<file path="config.mk">
export PLATFORM = sky130hd
export DESIGN_NAME = axil_cmd_sequencer
export DESIGN_NICKNAME = d
export VERILOG_FILES = /design/src/rtl/axil_cmd_sequencer.sv
export SDC_FILE = /design/constraint.sdc
export NUM_CORES = 1
export LEC_CHECK = 0
export ABC_AREA = 1
export BUFFER_PORTS_ARGS = -buffer_cell sky130_fd_sc_hd__buf_2
export CELL_PAD_IN_SITES_DETAIL_PLACEMENT = 1
export CELL_PAD_IN_SITES_GLOBAL_PLACEMENT = 1
export CORE_ASPECT_RATIO = 1.4
export CORE_MARGIN = 3
export CORE_UTILIZATION = 25
export CTS_CLUSTER_SIZE = 30
export DETAILED_ROUTE_END_ITERATION = 8
export PLACE_DENSITY = 0.5
export SLEW_MARGIN = 30
export SYNTH_ARGS = -nofsm -noshare
export SYNTH_HDL_FRONTEND = slang
export SYNTH_SLANG_ARGS = --single-unit
</file>
<file path="constraint.sdc">
create_clock -name clk -period 4.37 [get_ports clk]
set_input_delay 1.311 -clock clk [delete_from_list [all_inputs] [get_ports clk]]
set_output_delay 1.311 -clock clk [all_outputs]
set_load 0.01 [all_outputs]
</file>
<file path="src/rtl/axil_cmd_sequencer.sv">
// Command sequencer in front of the AXI-Lite master wrapper: buffers pushed
// read/write commands, issues them one at a time on the exec/fin port and
// returns each completion (or timeout) on a single-entry response port.
module axil_cmd_sequencer #(
    parameter int unsigned DATA_W     = 32,
    parameter int unsigned ADDR_W     = 8,
    parameter int unsigned DEPTH      = 4,
    parameter int unsigned TIMEOUT    = 64,
    parameter int unsigned GAP_CYCLES = 2
) (
    input  logic                   clk,
    input  logic                   nreset,
    input  logic                   cmd_valid,
    output logic                   cmd_ready,
    input  logic                   cmd_we,
    input  logic [ADDR_W-1:0]      cmd_addr,
    input  logic [DATA_W-1:0]      cmd_wdata,
    output logic                   rsp_valid,
    input  logic                   rsp_ready,
    output logic                   rsp_we,
    output logic [DATA_W-1:0]      rsp_rdata,
    output logic                   rsp_err,
    output logic                   m_exec,
    output logic                   m_we,
    output logic [ADDR_W-1:0]      m_address,
    output logic [DATA_W-1:0]      m_wdata,
    input  logic [DATA_W-1:0]      m_rdata,
    input  logic                   m_fin,
    output logic                   busy,
    output logic [$clog2(DEPTH):0] cmd_count
);

    localparam int unsigned PTR_W = $clog2(DEPTH);
    localparam int unsigned CNT_W = PTR_W + 1;
    localparam int unsigned TMO_W = $clog2(TIMEOUT);
    localparam int unsigned GAP_W = $clog2(GAP_CYCLES + 1);

    typedef enum logic [1:0] {
        S_IDLE     = 2'd0,
        S_WAIT_FIN = 2'd1,
        S_RESP     = 2'd2,
        S_GAP      = 2'd3
    } state_t;

    state_t              r_state;
    state_t              w_state_nxt;

    logic                r_fifo_we    [DEPTH];
    logic [ADDR_W-1:0]   r_fifo_addr  [DEPTH];
    logic [DATA_W-1:0]   r_fifo_wdata [DEPTH];
    logic [PTR_W-1:0]    r_wr_ptr;
    logic [PTR_W-1:0]    r_rd_ptr;
    logic [CNT_W-1:0]    r_count;
    logic                w_push;
    logic                w_pop;

    logic [TMO_W-1:0]    r_tmo;
    logic [TMO_W-1:0]    w_tmo_nxt;
    logic [GAP_W-1:0]    r_gap;
    logic [GAP_W-1:0]    w_gap_nxt;

    logic                r_m_exec,    w_m_exec_nxt;
    logic                r_m_we,      w_m_we_nxt;
    logic [ADDR_W-1:0]   r_m_address, w_m_address_nxt;
    logic [DATA_W-1:0]   r_m_wdata,   w_m_wdata_nxt;
    logic                r_rsp_valid, w_rsp_valid_nxt;
    logic                r_rsp_we,    w_rsp_we_nxt;
    logic                r_rsp_err,   w_rsp_err_nxt;
    logic [DATA_W-1:0]   r_rsp_rdata, w_rsp_rdata_nxt;

    assign cmd_ready = (r_count != CNT_W'(DEPTH));
    assign w_push    = cmd_valid && cmd_ready;
    assign cmd_count = r_count;
    assign busy      = (r_state != S_IDLE) || (r_count != CNT_W'(0));

    assign m_exec    = r_m_exec;
    assign m_we      = r_m_we;
    assign m_address = r_m_address;
    assign m_wdata   = r_m_wdata;
    assign rsp_valid = r_rsp_valid;
    assign rsp_we    = r_rsp_we;
    assign rsp_err   = r_rsp_err;
    assign rsp_rdata = r_rsp_rdata;

    // FIFO storage; contents are qualified by the count so no reset is needed
    always_ff @(posedge clk) begin
        if (w_push) begin
            r_fifo_we[r_wr_ptr]    <= cmd_we;
            r_fifo_addr[r_wr_ptr]  <= cmd_addr;
            r_fifo_wdata[r_wr_ptr] <= cmd_wdata;
        end
    end

    // FIFO pointers and occupancy
    always_ff @(posedge clk or negedge nreset) begin
        if (!nreset) begin
            r_wr_ptr <= '0;
            r_rd_ptr <= '0;
            r_count  <= '0;
        end else begin
            if (w_push) r_wr_ptr <= r_wr_ptr + PTR_W'(1);
            if (w_pop)  r_rd_ptr <= r_rd_ptr + PTR_W'(1);
            if (w_push && !w_pop)      r_count <= r_count + CNT_W'(1);
            else if (!w_push && w_pop) r_count <= r_count - CNT_W'(1);
        end
    end

    // FSM state, counters and registered driver/response outputs
    always_ff @(posedge clk or negedge nreset) begin
        if (!nreset) begin
            r_state     <= S_IDLE;
            r_tmo       <= '0;
            r_gap       <= '0;
            r_m_exec    <= 1'b0;
            r_m_we      <= 1'b0;
            r_m_address <= '0;
            r_m_wdata   <= '0;
            r_rsp_valid <= 1'b0;
            r_rsp_we    <= 1'b0;
            r_rsp_err   <= 1'b0;
            r_rsp_rdata <= '0;
        end else begin
            r_state     <= w_state_nxt;
            r_tmo       <= w_tmo_nxt;
            r_gap       <= w_gap_nxt;
            r_m_exec    <= w_m_exec_nxt;
            r_m_we      <= w_m_we_nxt;
            r_m_address <= w_m_address_nxt;
            r_m_wdata   <= w_m_wdata_nxt;
            r_rsp_valid <= w_rsp_valid_nxt;
            r_rsp_we    <= w_rsp_we_nxt;
            r_rsp_err   <= w_rsp_err_nxt;
            r_rsp_rdata <= w_rsp_rdata_nxt;
        end
    end

    // Next-state and next-output logic; the driver port holds while waiting for fin
    always_comb begin
        w_state_nxt     = r_state;
        w_pop           = 1'b0;
        w_tmo_nxt       = r_tmo;
        w_gap_nxt       = r_gap;
        w_m_exec_nxt    = r_m_exec;
        w_m_we_nxt      = r_m_we;
        w_m_address_nxt = r_m_address;
        w_m_wdata_nxt   = r_m_wdata;
        w_rsp_valid_nxt = r_rsp_valid;
        w_rsp_we_nxt    = r_rsp_we;
        w_rsp_err_nxt   = r_rsp_err;
        w_rsp_rdata_nxt = r_rsp_rdata;

        case (r_state)
            S_IDLE: begin
                if (r_count != CNT_W'(0)) begin
                    w_pop           = 1'b1;
                    w_m_we_nxt      = r_fifo_we[r_rd_ptr];
                    w_m_address_nxt = r_fifo_addr[r_rd_ptr];
                    w_m_wdata_nxt   = r_fifo_wdata[r_rd_ptr];
                    w_m_exec_nxt    = 1'b1;
                    w_tmo_nxt       = '0;
                    w_state_nxt     = S_WAIT_FIN;
                end
            end
            S_WAIT_FIN: begin
                w_tmo_nxt = r_tmo + TMO_W'(1);
                if (m_fin) begin
                    w_m_exec_nxt    = 1'b0;
                    w_rsp_rdata_nxt = r_m_we ? '0 : m_rdata;
                    w_rsp_we_nxt    = r_m_we;
                    w_rsp_err_nxt   = 1'b0;
                    w_rsp_valid_nxt = 1'b1;
                    w_state_nxt     = S_RESP;
                end else if (r_tmo == TMO_W'(TIMEOUT - 1)) begin
                    w_m_exec_nxt    = 1'b0;
                    w_rsp_rdata_nxt = '0;
                    w_rsp_we_nxt    = r_m_we;
                    w_rsp_err_nxt   = 1'b1;
                    w_rsp_valid_nxt = 1'b1;
                    w_state_nxt     = S_RESP;
                end
            end
            S_RESP: begin
                if (rsp_ready) begin
                    w_rsp_valid_nxt = 1'b0;
                    w_gap_nxt       = GAP_W'(GAP_CYCLES);
                    w_state_nxt     = S_GAP;
                end
            end
            S_GAP: begin
                if (r_gap <= GAP_W'(1)) begin
                    w_state_nxt = S_IDLE;
                end else begin
                    w_gap_nxt = r_gap - GAP_W'(1);
                end
            end
            default: w_state_nxt = S_IDLE;
        endcase
    end

endmodule

</file>
==> flow_summary.yaml <==
routing:
  routed_via_density: 4.330
  drc: 0
  drt-pass1-iter-count: 6
  postRouteWirelength_mm: 26.90
  vias: 6781
  drt-initial-drc-count: 386
  detail-route-antenna-nets: 0
  wire_per_inst_um: 17.17
clocking:
  clock_sinks: 258
  number_of_buffers_created_by_cts: 28
  ctsResizeCount: 0
  ctsHtreeMaxLevel: 1
  clock_tree_from_tritoncts: "done"
  clock_insertion_delay_worst_skew_ns: 0.56
  clk_root_buffer_cell: "sky130_fd_sc_hd__clkbuf_16"
  postCtsSetupRepairBufs: 0
  worst_setup_hold_path_clk_slew_ns: 0.06
  cts_hold_buf: 0
  clock_path_buffers: 3
layout:
  num-fill-cells: 4442
  seqCellArea_sq_um: 7284
  drive_above_1_share_pct: 22.83
  flow.area_growth_from_synthesis_pct: 23.62
  number_of_standard_cells_in_the_final_layout_excluding_fillers: 1566
  insertedDiodeCount: 0
  multi_input_comb_area_sq_um: 2456
  fin_nets: 1106
  fin_area_sq_um: 12460
  layout.cells.most_common: "sky130_fd_sc_hd__nor2_1"
  most-common-layout-cells: "sky130_fd_sc_hd__nor2_1 (211), sky130_fd_sc_hd__edfxtp_1 (164), sky130_fd_sc_hd__buf_2 (158)"
  final_core_utilization_pct: 31.47
yosys:
  synth-seq-cells: 258
  synth-async-reset-ratio_pct: 36.43
  warnings_from_yosys: 0
  postSynth.topFlopCell: "sky130_fd_sc_hd__edfxtp_1"
  netlist_area_sq_um: 10080
  ys_seq_area_share_pct: 72.19
  synth_fp_nets: 951
  syn_inst: 861
  synth_area_per_cell_sq_um: 11.71
  synth_enable_flop_cells: 164
  synth_cell_type_count: 25
floorplanning:
  floorplan.rows: 86
  die_area_sq_um: 42800
  io_pins: 160
  initial_utilization_pct: 25.46
  die_x_um: 175.7
  design.core.area_sq_um: 39600
  die_y_um: 243.6
critical_path:
  crit_family: "flip-flops"
  timing.reg2reg.setup_slack_ns: 1.97
  critical_path_buf_inv_count: 2
  cp_data_required_time_ns: 3.06
  critPathArrivalTime_ns: 1.71
  crit_path_max_incr_delay_ns: 0.41
  critical_path_class: "register to output port"
  critPathCaptureType: "output port"
  critical_path.slowest_cell: "sky130_fd_sc_hd__dfrtp_1"
  timing.critical_path.from_type: "register"
  worst-path-max-fanout: 4
  crit_chain: "inv_1 > ha_1 > nand3_1 > buf_2"
sta:
  slew_violations: 0
  timing_worst_slew_pin_value_ns: 0.8982
  layout_worst_path_cycle_share_pct: 69.10
  setup_slack_ns: 1.350
  clock.fmax_mhz: 331.1
  final.setup.tns_ns: 0
  clock-skew-final_ns: 0.02025
  relative_max_transition_margin_pct: 40.03
  final-hold-violation-count: 0
  report.final.setup_viol: 0
  setup_repair_after_global_routing_missed_its_margin: "no"
  tmin_final_ns: 3.020
  final.hold.worst_slack_ns: 0.4824
placed_design:
  dp_cells: 1514
  detailed_place_hpwl_mm: 17.06
  dp_worst_setup_slack_ns: 1.222
  place.port_buffers: 159
  detailed_place.area_sq_um: 11430
  gpl.final_weighted_congestion: 0.6846
global_routing:
  grt.met3_usage_pct: 2.526
  grt-busiest-layer: "met2"
  grt_use_met1_pct: 15.27
  initial_antenna_violation_count: 3
  grt_use_total_pct: 12.60
  grt.overflow.total: 0
  grt_first_pass_wirelength_mm: 42.52
  use_met2_pct: 22.85
  grt_start_max_net_pins: 84
  first_global_vias: 7300
power:
  pwr-share-seq_pct: 40.5
  power.density_nw_per_um2: 739.4
  power.net_switching_mw: 3.288
  design_power_total_mw: 9.213
  p_clk_share_pct: 28.5
  power.share.switching_pct: 35.69
  power.static_leakage_nw: 4.914
  internal_power_mw: 5.925
  combPwrFrac_pct: 31.0
  power.ir.vdd_worst_mv: 0.3440
worst_hold_path:
  min-delay-path-class: "register to register"
outcome:
  run_status: "completed"
flow_run:
  timing.max_cap.violations: 0
[synth_stat cells, drive strengths merged (2+ instances only)]
library cell  number  area [sq um]
nor2             217         817.0
ha                11         137.6
nand4              7         43.79
nand2            100         382.9
a31oi             40         250.2
buf               32         198.9
inv               33         123.9
edfxtp           164          4925
clkbuf            15         56.30
xor2               3         26.28
nand3             12         60.06
a21oi              2         10.01
o21ai            128         655.6
dfrtp             94          2352
[kinds of logic after synthesis]
group,share of synthesized area (%)
AOI/OAI and AO/OA,9.086
xor gates and xnor gates,0.3476
adders and majority gates,1.564
buffers and inverters,3.761
DFF,72.19
muxes,0.1117
and+or+nand+nor,12.93
[power groups by stage]
stage	registers, mW	logic (mW)	clock network (mW)
after floorplan	3.82	1.78	0
after global placement	3.78	2.92	0
after detailed placement	3.80	2.97	0
after CTS	3.76	2.98	2.72
after global routing	3.83	3.31	2.82
final	3.73	2.86	2.62
[final cells by class]
| cell class | count | share of cell area (%) |
|---|---|---|
| flip-flops and latches | 258 | 58.46 |
| multi-input cells | 523 | 19.71 |
| repair buffers | 172 | 7.320 |
| clock buffers | 32 | 5.824 |
| well taps | 528 | 5.302 |
| clock inverters | 20 | 2.380 |
| inverters | 33 | 1.004 |
[registers in the layout (all words and copies together), names as in the netlist]
register      flops
r_state           2
r_fifo_wdata    128
r_gap             2
rsp_err           1
r_wr_ptr          2
r_rd_ptr          2
cmd_count         3
m_wdata          32
m_address         8
rsp_valid         1
r_fifo_addr      32
rsp_rdata        32
r_tmo             6
m_exec            1
rsp_we            1
r_fifo_we         4
m_we              1
[per-layer routing]
| layer | vias to the layer above | routed length [um] |
|---|---|---|
| li1 | 3259 | - |
| met3 | 37 | 1343 |
| met4 | 6 | 455 |
| met1 | 3334 | 11270 |
| met2 | 145 | 13790 |
| met5 | - | 41 |
[worst register-to-register path: cells and delay by family (launching register included)]
family	cells	cell delay [ns]
adders and majority gates	2	0.64
buffers and inverters	2	0.25
DFF	1	0.43
muxes	1	0.27
and+or+nand+nor	3	0.68
[final timing paths]
check | from | end | cells after the start
max | r_state[0] | busy | 4
min | rsp_rdata[12] | rsp_rdata[12] | 2
max reg2reg | cmd_count[1] | cmd_count[1] | 8
min reg2reg | rsp_rdata[12] | rsp_rdata[12] | 2
max in group asynchronous | nreset | m_address[2] | 2
min in group asynchronous | nreset | cmd_count[2] | 1
Power figures use the tool's default switching activity.
